<file path="config.mk">
export PLATFORM = sky130hd
export DESIGN_NAME = icache_axi_refill
export DESIGN_NICKNAME = d
export VERILOG_FILES = /design/src/rtl/icache_axi_refill.sv
export SDC_FILE = /design/constraint.sdc
export NUM_CORES = 1
export LEC_CHECK = 0
export BUFFER_PORTS_ARGS = -buffer_cell sky130_fd_sc_hd__buf_2
export CORE_AREA = 3 3 176 178
export DETAILED_ROUTE_END_ITERATION = 16
export DIE_AREA = 0 0 179 181
export PLACE_DENSITY = 0.69
export SETUP_SLACK_MARGIN = 0.05
export SLEW_MARGIN = 15
export SYNTH_ARGS = -nofsm -noshare
export SYNTH_HDL_FRONTEND = slang
export SYNTH_SLANG_ARGS = --single-unit
</file>
<file path="constraint.sdc">
create_clock -name clk -period 2.1 [get_ports clk]
set_input_delay 0.21 -clock clk [delete_from_list [all_inputs] [get_ports clk]]
set_output_delay 0.21 -clock clk [all_outputs]
set_load 0.05 [all_outputs]
</file>
<file path="src/rtl/icache_axi_refill.sv">
// icache_axi_refill: AXI4 read master for I-cache line refill and uncached fetch.
// Optional build macro ICACHE_REFILL_CRITICAL_FIRST_EN selects a critical-word-first WRAP refill.
module icache_axi_refill #(
  parameter logic [3:0] ARID = 4'd0
) (
  input  logic         clk,
  input  logic         reset,
  input  logic         rd_req,
  input  logic [31:0]  rd_addr,
  output logic         ret_valid,
  output logic [255:0] ret_data,
  input  logic         uc_ren,
  input  logic [31:0]  uc_addr,
  output logic         uc_rvalid,
  output logic [31:0]  uc_rdata,
  output logic [3:0]   arid,
  output logic [31:0]  araddr,
  output logic [7:0]   arlen,
  output logic [2:0]   arsize,
  output logic [1:0]   arburst,
  output logic         arvalid,
  input  logic         arready,
  input  logic [3:0]   rid,
  input  logic [31:0]  rdata,
  input  logic [1:0]   rresp,
  input  logic         rlast,
  input  logic         rvalid,
  output logic         rready
);

  typedef enum logic [2:0] {
    IDLE,
    L_AR,
    L_R,
    L_DONE,
    U_AR,
    U_R,
    U_DONE
  } state_t;

  state_t      r_state;
  state_t      w_state_nxt;
  logic [31:0] r_addr;
  logic [2:0]  r_cnt;
  logic        r_full;
  logic [2:0]  w_widx;
  logic        w_unused;

  assign w_unused = ^{rid, rresp, r_addr[1:0]};

`ifdef ICACHE_REFILL_CRITICAL_FIRST_EN
  assign w_widx = r_addr[4:2] + r_cnt;
`else
  assign w_widx = r_cnt;
`endif

  always_ff @(posedge clk) begin
    if (reset) begin
      r_state <= IDLE;
    end else begin
      r_state <= w_state_nxt;
    end
  end

  // Beats past the eighth are acknowledged but never written.
  always_ff @(posedge clk) begin
    if (reset) begin
      r_addr   <= '0;
      r_cnt    <= '0;
      r_full   <= 1'b0;
      ret_data <= '0;
      uc_rdata <= '0;
    end else begin
      if (r_state == IDLE) begin
        r_cnt  <= '0;
        r_full <= 1'b0;
        if (rd_req) begin
          r_addr <= rd_addr;
        end else if (uc_ren) begin
          r_addr <= uc_addr;
        end
      end
      if (r_state == L_R && rvalid && !r_full) begin
        for (int i = 0; i < 8; i++) begin
          if (w_widx == i[2:0]) begin
            ret_data[32*i +: 32] <= rdata;
          end
        end
        r_cnt <= r_cnt + 3'd1;
        if (r_cnt == 3'd7) begin
          r_full <= 1'b1;
        end
      end
      if (r_state == U_R && rvalid) begin
        uc_rdata <= rdata;
      end
    end
  end

  always_comb begin
    w_state_nxt = r_state;
    arid        = ARID;
    araddr      = '0;
    arlen       = '0;
    arsize      = 3'b010;
    arburst     = 2'b01;
    arvalid     = 1'b0;
    rready      = 1'b0;
    ret_valid   = 1'b0;
    uc_rvalid   = 1'b0;
    unique case (r_state)
      IDLE: begin
        if (rd_req) begin
          w_state_nxt = L_AR;
        end else if (uc_ren) begin
          w_state_nxt = U_AR;
        end
      end
      L_AR: begin
        arvalid = 1'b1;
        arlen   = 8'd7;
`ifdef ICACHE_REFILL_CRITICAL_FIRST_EN
        araddr  = {r_addr[31:2], 2'b00};
        arburst = 2'b10;
`else
        araddr  = {r_addr[31:5], 5'b0};
`endif
        if (arready) begin
          w_state_nxt = L_R;
        end
      end
      L_R: begin
        rready = 1'b1;
        if (rvalid && rlast) begin
          w_state_nxt = L_DONE;
        end
      end
      L_DONE: begin
        ret_valid   = 1'b1;
        w_state_nxt = IDLE;
      end
      U_AR: begin
        arvalid = 1'b1;
        araddr  = {r_addr[31:2], 2'b00};
        if (arready) begin
          w_state_nxt = U_R;
        end
      end
      U_R: begin
        rready = 1'b1;
        if (rvalid) begin
          w_state_nxt = U_DONE;
        end
      end
      U_DONE: begin
        uc_rvalid   = 1'b1;
        w_state_nxt = IDLE;
      end
      default: w_state_nxt = IDLE;
    endcase
  end

endmodule
</file>
==> metrics <==
crit-path max FO 14; Via density 5.04; Slew @ Worst Pin 500 ps; Chip Width 179 um; fin nets 2024; Setup CP Type reg2out; FFs w/ async S/R, synth 0%; Core ar. 29600 sq um; most common cell in the netlist nand2_1; outcome complete, no violations; global-route wire length before repair 62100 um; routed wire length 41400 um; clock sinks 325; Starting Density 42.0%; required time of the critical path 1890 ps; launching point of the worst reg2reg path r_state[1]$_SDFFE_PP0P_; Leak 6.89 nW; Max clock buf depth 3; CTS tree done; Multi-input gate area 5130 sq um; top_reg_cell synth dfxtp_1; initial antenna violation count 0; RSZ-0062 raised after global routing yes; Fillers 2776; vias 11700; DRT iter0 DRCs 697; CP endpoint araddr[30]; final cycle utilization of the critical path 94.8%; register area 6520 sq um; clock skew 28.7 ps; Residual DRC 0; clock latency on the worst-skew pair 520 ps; hold buffer count at cts 0; Slew Limit Fails 0; Fin Setup TNS 0 ps; H-Tree Depth 2; die height 181 um; clock-pin slew on the worst setup and hold paths 60 ps; Critical Path Source Type flop; Root Buffer clkbuf_16; final setup vio count 0; final hold violation count 0; Arr. time, crit path 1780 ps; EDFF count, synth 0; #FFs+latches synth 325; Synth area leader dfxtp_1; gpl congestion 0.809; total power 16.9 mW; synth unique cells 33; Worst Setup SP r_state[2]$_SDFFE_PP0P_; largest net degree at the start of global routing 99; PwrDens 1050 nW/um^2; post-synthesis sequential area ratio 52.4%; Cells after Synth 1553; Hold/Removal Path Class in2reg; Die ar. 32400 sq um; vias in the first global route 10900; IO Port Bufs 423; area delta synth->final 29.5%; Final min period 1990 ps; Max Cap Viol 0; Synth Cell Area 12400 sq um; fmax 0.502 GHz; reg2reg end ret_data[143]$_SDFFE_PP0P_; setup slack, reg-to-reg 280 ps; reg2reg path depth 6; # diodes 0; WL/cell 17.8 um; # IOs 450; Post-synth top cells nand2_1 (580), dfxtp_1 (325), a21oi_1 (293); Peak VDD IR 0.993 mV; DRT antenna net count 0; CP endpoint kind primary output; warnings from Yosys 0; Slew headroom 66.4%; hold slack 45.9 ps; layout cell share with drive strength beyond 1 29.6%; Detailed Place HPWL 28600 um; GRT Resource Usage Total 24.4%; Avg Cell Area, Syn 7.99 sq um; CTS buffer count 36; top-area cell type share of the netlist area 52.4%; ranking of synthesized cells by area dfxtp_1 (52%), nand2_1 (18%), a21oi_1 (12%); Congestion Overflow GR 0; Pre-antenna DRT Iters 6; Core Rows 63
timing repair:
action	4_1_cts	5_1_grt
setup buffers	0	4
gates cloned	1	0
pin swaps	0	1
endpoints found under the setup margin	36	33
gates resized for setup	21	23
hold endpoints to repair	0	0
routing by layer:
| metal | global-route usage, % | wire length, um | vias up |
|---|---|---|---|
| li1 | - | - | 5695 |
| met1 | 30.1 | 16800 | 5457 |
| met2 | 40.5 | 19300 | 481 |
| met3 | 6.39 | 3590 | 96 |
| met4 | 9.38 | 1720 | 0 |
| met5 | 0 | 0 | - |
placed cells by master (no fill, tap or decap), types with 2 or more instances in the layout:
master      count
nand2_1       580
buf_2         391
dfxtp_1       322
a21oi_1       293
buf_4          52
clkbuf_16      38
nor2_1         36
mux2i_1        32
and2_1         30
a211oi_2       26
clkbuf_4       21
conb_1         16
clkbuf_8        9
nand3_1         7
nand4_1         6
ha_1            6
buf_12          6
and4_1          5
a211oi_1        5
clkinv_2        5
clkbuf_1        5
nand2b_1        4
nor3_1          4
inv_1           3
bufinv_16       3
and3_1          2
clkinvlp_4      2
clkinv_4        2
buf_6           2
dfxtp_4         2
area by class of cell:
class                      count  share of cell area [%]
sequential                   325                    40.6
multi-input combinational   1070                    31.9
timing repair buffer         473                    16.6
clock buffer                  52                    6.81
tap                          390                    3.04
clock inverter                13                    1.02
inverter                       3                  0.0701
registers in the layout (all words and copies together), names as in the netlist:
register / cells
r_addr: 30
uc_rdata: 32
r_state: 3
ret_data: 256
r_cnt: 3
r_full: 1
power breakdown:
part           switching [mW]  internal (mW)  leakage [nW]
sequential              0.217           6.55          2.63
clock                    2.53           4.01         0.616
combinational            2.55           1.09          3.65
critical path: stages (launching register included):
cell,delay (ps)
dfxtp_4,370
xnor2_1,250
nor2_2,90
buf_6,160
and2_2,250
buf_12,160
cell families after synthesis:
| kind of cell | count (synthesis) | synth area share [%] |
|---|---|---|
| buffers and inverters | 172 | 6.83 |
| adders and majority gates | 6 | 0.605 |
| AOI/OAI and AO/OA | 328 | 15.0 |
| muxes | 32 | 2.58 |
| and+or+nand+nor | 687 | 22.5 |
| DFF | 325 | 52.4 |
| xor gates and xnor gates | 1 | 0.0706 |
| other | 2 | 0.0605 |
worst min path at each step:
stage	from	to	slack, ps	cells after the start
2_1_floorplan	uc_addr[31]	r_addr[31]$_SDFFE_PP0P_	440	2
3_3_place_gp	ret_data[36]$_SDFFE_PP0P_	ret_data[36]$_SDFFE_PP0P_	440	2
3_5_place_dp	ret_data[46]$_SDFFE_PP0P_	ret_data[46]$_SDFFE_PP0P_	440	2
4_1_cts	rdata[22]	ret_data[150]$_SDFFE_PP0P_	20	3
5_1_grt	rdata[17]	ret_data[145]$_SDFFE_PP0P_	50	3
6_report	rdata[22]	ret_data[150]$_SDFFE_PP0P_	50	3
through the flow:
stage	setup slack (ps)	cells	cell area (sq um)	util [%]
after detailed placement	167	2256	14700	49.6
after global routing	31.5	2326	16100	54.3
after CTS	32.3	2322	16000	54.0
after floorplan	60.5	1567	12500	-
after global placement	228	2256	14700	49.6
final	109	2326	16100	54.3
(Power assumes the default switching activity.)
